<file path="src/rtl/pet_spi_pkg.sv">
// Shared definitions for the Pi-facing SPI command decoder: opcodes, FSM
// states and the bus address width.
package pet_spi_pkg;

  localparam int ADDR_W = 17;
  localparam int DATA_W = 8;

  typedef enum logic [1:0] {
    OP_WRITE_AT   = 2'b00,
    OP_READ_AT    = 2'b01,
    OP_WRITE_NEXT = 2'b10,
    OP_READ_NEXT  = 2'b11
  } opcode_e;

  typedef enum logic [2:0] {
    ST_CMD     = 3'd0,
    ST_ADDR_HI = 3'd1,
    ST_ADDR_LO = 3'd2,
    ST_DATA    = 3'd3,
    ST_ISSUE   = 3'd4,
    ST_DISCARD = 3'd5
  } state_e;

  // Writes are the even opcodes; reads the odd ones.
  function automatic logic op_is_write(input opcode_e op);
    return (op == OP_WRITE_AT) || (op == OP_WRITE_NEXT);
  endfunction

  // Address post-increment; the register width gives the 1FFFF -> 00000 wrap.
  function automatic logic [ADDR_W-1:0] addr_next(input logic [ADDR_W-1:0] a);
    return a + ADDR_W'(1);
  endfunction

endpackage

</file>
<file path="src/rtl/spi_cmd.sv">
// Decodes command bytes received from the Pi into single bus read/write
// requests, with an auto-incrementing address for the _NEXT opcodes.
module spi_cmd
  import pet_spi_pkg::*;
(
  input  logic              clk_bus_i,
  input  logic              reset_i,
  input  logic              spi_start_i,
  input  logic [DATA_W-1:0] spi_rx_byte_i,
  input  logic              spi_rx_valid_i,
  output logic [ADDR_W-1:0] spi_addr_o,
  output logic [DATA_W-1:0] spi_data_o,
  output logic              spi_wr_en_o,
  output logic              spi_rd_en_o,
  input  logic              spi_done_i,
  input  logic [DATA_W-1:0] spi_rd_data_i,
  output logic [DATA_W-1:0] spi_tx_byte_o,
  output logic              spi_err_o
);

  state_e              state_q;
  opcode_e             op_q;
  opcode_e             rx_op;
  logic                addr16_q;
  logic [DATA_W-1:0]   addr_hi_q;
  logic [DATA_W-1:0]   addr_lo_q;
  logic [ADDR_W-1:0]   addr_q;
  logic [DATA_W-1:0]   data_q;
  logic [DATA_W-1:0]   tx_q;
  logic                wr_en_q;
  logic                rd_en_q;
  logic                err_q;
  logic                req_active;

  assign rx_op      = opcode_e'(spi_rx_byte_i[7:6]);
  assign req_active = wr_en_q | rd_en_q;

  // Operand bytes are staged in addr16/addr_hi/addr_lo and only committed to
  // the live address and data registers when ISSUE is entered, so a frame
  // restart mid-command leaves the previous address untouched.
  always_ff @(posedge clk_bus_i) begin
    if (reset_i) begin
      state_q   <= ST_CMD;
      op_q      <= OP_WRITE_AT;
      addr16_q  <= 1'b0;
      addr_hi_q <= '0;
      addr_lo_q <= '0;
      addr_q    <= '0;
      data_q    <= '0;
      tx_q      <= '0;
      wr_en_q   <= 1'b0;
      rd_en_q   <= 1'b0;
      err_q     <= 1'b0;
    end else if (state_q == ST_ISSUE) begin
      if (spi_rx_valid_i && !spi_start_i) begin
        err_q <= 1'b1;
      end
      if (!req_active) begin
        wr_en_q <= op_is_write(op_q);
        rd_en_q <= !op_is_write(op_q);
      end else if (spi_done_i) begin
        wr_en_q <= 1'b0;
        rd_en_q <= 1'b0;
        addr_q  <= addr_next(addr_q);
        if (rd_en_q) begin
          tx_q <= spi_rd_data_i;
        end
        state_q <= ST_CMD;
      end
    end else if (spi_start_i) begin
      state_q <= ST_CMD;
    end else if (spi_rx_valid_i) begin
      case (state_q)
        ST_CMD: begin
          op_q     <= rx_op;
          addr16_q <= spi_rx_byte_i[0];
          case (rx_op)
            OP_WRITE_AT,
            OP_READ_AT:    state_q <= ST_ADDR_HI;
            OP_WRITE_NEXT: state_q <= ST_DATA;
            OP_READ_NEXT:  state_q <= ST_ISSUE;
            default: begin
              state_q <= ST_DISCARD;
              err_q   <= 1'b1;
            end
          endcase
        end
        ST_ADDR_HI: begin
          addr_hi_q <= spi_rx_byte_i;
          state_q   <= ST_ADDR_LO;
        end
        ST_ADDR_LO: begin
          addr_lo_q <= spi_rx_byte_i;
          if (op_is_write(op_q)) begin
            state_q <= ST_DATA;
          end else begin
            addr_q  <= {addr16_q, addr_hi_q, spi_rx_byte_i};
            state_q <= ST_ISSUE;
          end
        end
        ST_DATA: begin
          data_q <= spi_rx_byte_i;
          if (op_q == OP_WRITE_AT) begin
            addr_q <= {addr16_q, addr_hi_q, addr_lo_q};
          end
          state_q <= ST_ISSUE;
        end
        default: ;
      endcase
    end
  end

  assign spi_addr_o    = addr_q;
  assign spi_data_o    = data_q;
  assign spi_wr_en_o   = wr_en_q;
  assign spi_rd_en_o   = rd_en_q;
  assign spi_tx_byte_o = tx_q;
  assign spi_err_o     = err_q;

endmodule

</file>
<file path="config.mk">
export PLATFORM = sky130hd
export DESIGN_NAME = spi_cmd
export DESIGN_NICKNAME = d
export VERILOG_FILES = /design/src/rtl/pet_spi_pkg.sv /design/src/rtl/spi_cmd.sv
export SDC_FILE = /design/constraint.sdc
export NUM_CORES = 1
export LEC_CHECK = 0
export CELL_PAD_IN_SITES_DETAIL_PLACEMENT = 2
export CELL_PAD_IN_SITES_GLOBAL_PLACEMENT = 2
export CORE_MARGIN = 2
export CORE_UTILIZATION = 30
export DETAILED_ROUTE_END_ITERATION = 8
export GPL_TIMING_DRIVEN = 0
export PLACE_DENSITY = 0.87
export SLEW_MARGIN = 30
export SYNTH_ARGS = -nofsm -noshare
export SYNTH_HDL_FRONTEND = slang
export SYNTH_SLANG_ARGS = --single-unit
export TNS_END_PERCENT = 50
</file>
<file path="constraint.sdc">
create_clock -name clk_bus_i -period 4.3 [get_ports clk_bus_i]
set_input_delay 0.43 -clock clk_bus_i [delete_from_list [all_inputs] [get_ports clk_bus_i]]
set_output_delay 0.43 -clock clk_bus_i [all_outputs]
set_load 0.05 [all_outputs]
</file>
==> results.toml <==
[logic_synthesis]
ys_dominant_reg_cell = "sky130_fd_sc_hd__dfxtp_1"
yosys_warnings = 0
ys_types = 56
synth.cell_area_um2 = 2910
synth-seq-area-share_pct = 39.8
netlist.top_cell.by_area = "sky130_fd_sc_hd__dfxtp_1"
yosys.cell_count.top_type = "sky130_fd_sc_hd__dfxtp_1"
nets_in_the_synthesized_netlist = 360
post_synth_main_area_contributors = "sky130_fd_sc_hd__dfxtp_1 (40%), sky130_fd_sc_hd__mux2i_1 (10%), sky130_fd_sc_hd__nor2_1 (5.9%), sky130_fd_sc_hd__a21oi_1 (3.4%), sky130_fd_sc_hd__nand2_1 (3.2%)"
flip_flop_and_latch_count_after_synthesis = 58
synth_enable_flop_cells = 0
synthesis.instances = 338
synthTopCellsByCount = "sky130_fd_sc_hd__dfxtp_1 (58), sky130_fd_sc_hd__nor2_1 (46), sky130_fd_sc_hd__mux2i_1 (29), sky130_fd_sc_hd__nand2_1 (25), sky130_fd_sc_hd__a21oi_1 (20)"
netlist.area_leader.share_pct = 39.8
synth-async-reset-ratio_pct = 0
synthesis.area_per_instance_um2 = 8.62

[timing]
relative_slew_margins_pct = 43.1
final-hold-violation-count = 0
fin_worst_skew_ns = 0.0113
final-setup-viol-count = 0
totalNegativeSetupSlack_ns = 0
finalWorstPathRequiredPeriod_ns = 2.16
hold_slack_ns = 0.430
worst_slack_ns = 2.14
timing_max_transition_violations_final = 0
min_period_over_period_pct = 50.2
clock.fmax_ghz = 0.463
rsz_0062_raised_after_global_routing = "no"
timing_worst_slew_pin_value_ns = 0.848

[placement]
dpl_worst_slack_ns = 1.84
place_inst = 520
port_buffers = 53
globalplace.congestion = 0.849
hpwlAfterDp_um = 8030

[clocking]
clock_tree.buffer_depth = 2
cts_buffers = 9
cts_repair_resize_count = 0
cts_tree = "built"
clkSinkCount = 58
postCtsSetupRepairBufs = 0
clkSlewWorstSetupHoldPaths_ns = 0.07
worst_skew_pair.late_latency_ns = 0.35
htreeDepth = 3
postCtsHoldBufs = 0
ctsRootBufferMaster = "sky130_fd_sc_hd__clkbuf_8"

[final_layout]
fin_util_pct = 40.7
antennaDiodeCount = 0
share_of_post_route_cells_with_drive_strength_above_1_pct = 8.37
final_cell_count_no_fill = 535
synthToLayoutAreaGrowth_pct = 30.4
fillerInstances = 1052
finalNetCount = 424

[detailed_routing]
drt_pass1_iterations = 4
vias_per_cell = 5.44
drt_wl_total_um = 10900
detail_route.iter0.violations = 124
detail_route_antenna_nets = 0
detailed_route_wire_length_per_cell_um = 20.4
drcViolationCount = 0
vias = 2909

[min_path]
min-delay-start = "spi_rx_byte_i[6]"
holdCritPathClass = "in2reg"

[global_route]
grt_pass1_vias = 3281
grt_max_degree = 11
most_used_routing_layer_in_global_routing = "met2"
groute.layer.met1.usage_pct = 28.5
grt_pass1_wl_um = 18000
use_met2_pct = 39.1
overflow = 0
met3_usage_in_global_routing_pct = 5.08
grtUsageTotal_pct = 22.6
antenna_found_initial = 0

[die]
top_level_ports = 57
core_um2 = 9330
floorplan.initialDensity_pct = 31.2
die_w_um = 103
fp.dieArea_um2 = 10500
floorplan.die.height_um = 103
std_cell_rows = 35

[critical_path]
cp.arrival_ns = 2.37
timing.critical_path.buf_inv = 2
path_common_cell = "sky130_fd_sc_hd__buf_2"
cell_by_cell_trace_of_the_critical_path = "buf_2 > nor3b_2 > buf_2 > nand2_1 > a22oi_1 > nor2_1"
worstPathRequired_ns = 4.51
cp_max_stage_delay_ns = 0.64
cpLargestDelayFamily = "simple AND/OR/NAND/NOR gates"
element_type_at_the_critical_path_end = "flip-flop"
critical_path.max_fanout = 10
cp-start-kind = "flip-flop"
r2r_start = "state_q[2]"
critical_path.slowest_cell = "sky130_fd_sc_hd__nor3b_2"
setup.worst_path.start = "state_q[2]"
worst-r2r-setup-slack_ns = 2.14
worst-setup-path-type = "reg2reg"

[run]
max-cap-violations = 0

[pwr]
leakage_nw = 1.36
peak_supply_drop_mv = 0.195
power.density_nw_per_um2 = 309

[outcome]
run_status = "complete, no violations"
## cell families after synthesis
| logic type | count (synthesis) | share of synthesized area, % |
|---|---|---|
| buffers and inverters | 38 | 6.01 |
| adder cells (fa/ha/maj) | 1 | 0.429 |
| AND/OR/NAND/NOR | 117 | 20.4 |
| flip-flops | 58 | 39.8 |
| multiplexers | 31 | 10.7 |
| AO/OA/AOI/OAI | 93 | 22.5 |
## routing by layer
layer  vias up  routed length [um]
met2        79                5330
met4         0                 151
met3        12                 536
met1      1452                4880
li1       1366                   -
met5         -                   0
## worst min-delay path, delay by kind of cell
kind | cells | cell delay (ns)
and+or+nand+nor | 1 | 0.08
AOI/OAI and AO/OA | 1 | 0.05
buffers and inverters | 1 | 0.16
## power by group
group          switching (mW)  total, mW  internal (mW)
combinational          0.0716      0.114         0.0424
sequential            0.00463      0.547          0.542
clock                   0.236      0.514          0.278
## flip-flops by register name, indices dropped and copies added (netlist names), 2 cells and up
| register | cells |
|---|---|
| op_q | 2 |
| addr_hi_q | 8 |
| spi_data_o | 8 |
| state_q | 3 |
| addr_lo_q | 8 |
| spi_addr_o | 17 |
| spi_tx_byte_o | 8 |
## cells in the final DEF, fill, tap and decap left out, types with 3 or more instances in the layout
| cell type | netlist | routed |
|---|---|---|
| sky130_fd_sc_hd__a211oi_1 | 5 | 5 |
| sky130_fd_sc_hd__a21oi_1 | 20 | 20 |
| sky130_fd_sc_hd__a221oi_1 | 3 | 3 |
| sky130_fd_sc_hd__a22oi_1 | 6 | 6 |
| sky130_fd_sc_hd__a31oi_1 | 3 | 3 |
| sky130_fd_sc_hd__and3_1 | 3 | 3 |
| sky130_fd_sc_hd__and4_1 | 4 | 4 |
| sky130_fd_sc_hd__buf_2 | 5 | 5 |
| sky130_fd_sc_hd__buf_6 | 3 | 3 |
| sky130_fd_sc_hd__clkbuf_1 | 19 | 19 |
| sky130_fd_sc_hd__clkbuf_8 | 0 | 10 |
| sky130_fd_sc_hd__clkdlybuf4s50_1 | 0 | 53 |
| sky130_fd_sc_hd__dfxtp_1 | 58 | 58 |
| sky130_fd_sc_hd__inv_1 | 10 | 10 |
| sky130_fd_sc_hd__mux2i_1 | 29 | 29 |
| sky130_fd_sc_hd__nand2_1 | 25 | 25 |
| sky130_fd_sc_hd__nand2b_1 | 3 | 3 |
| sky130_fd_sc_hd__nand3_1 | 4 | 4 |
| sky130_fd_sc_hd__nand3b_1 | 4 | 4 |
| sky130_fd_sc_hd__nand4_1 | 6 | 6 |
| sky130_fd_sc_hd__nor2_1 | 46 | 46 |
| sky130_fd_sc_hd__nor3_1 | 5 | 5 |
| sky130_fd_sc_hd__nor4_1 | 4 | 4 |
| sky130_fd_sc_hd__o211ai_1 | 3 | 3 |
| sky130_fd_sc_hd__o21ai_0 | 16 | 16 |
| sky130_fd_sc_hd__o21ai_1 | 4 | 4 |
| sky130_fd_sc_hd__o311ai_1 | 4 | 4 |
| sky130_fd_sc_hd__o31ai_1 | 3 | 3 |
| sky130_fd_sc_hd__o32ai_1 | 7 | 7 |
## metrics by stage
step | cell area (um^2) | power, mW
after global routing | 3800 | 1.22
final | 3800 | 1.17
after detailed placement | 3610 | 0.672
after floorplan | 2910 | 0.622
after CTS | 3800 | 1.18
after global placement | 3610 | 0.666
## path summary, 6_finish.rpt
kind,endpoint,cells past startpoint
setup / recovery,spi_rd_en_o,6
hold / removal,spi_data_o[6],3
setup reg to reg,spi_rd_en_o,6
hold reg to reg,spi_data_o[3],2
## area by class of cell
type	count	area (um^2)	area share [%]
Multi-Input combinational cell	242	1580	41.5
Sequential cell	58	1160	30.6
Timing Repair Buffer	53	531	14.0
Tap cell	129	161	4.25
Clock buffer	10	138	3.62
Buffer	28	138	3.62
Clock inverter	5	55.1	1.45
Inverter	10	37.5	0.988
Power figures use the tool's default switching activity.
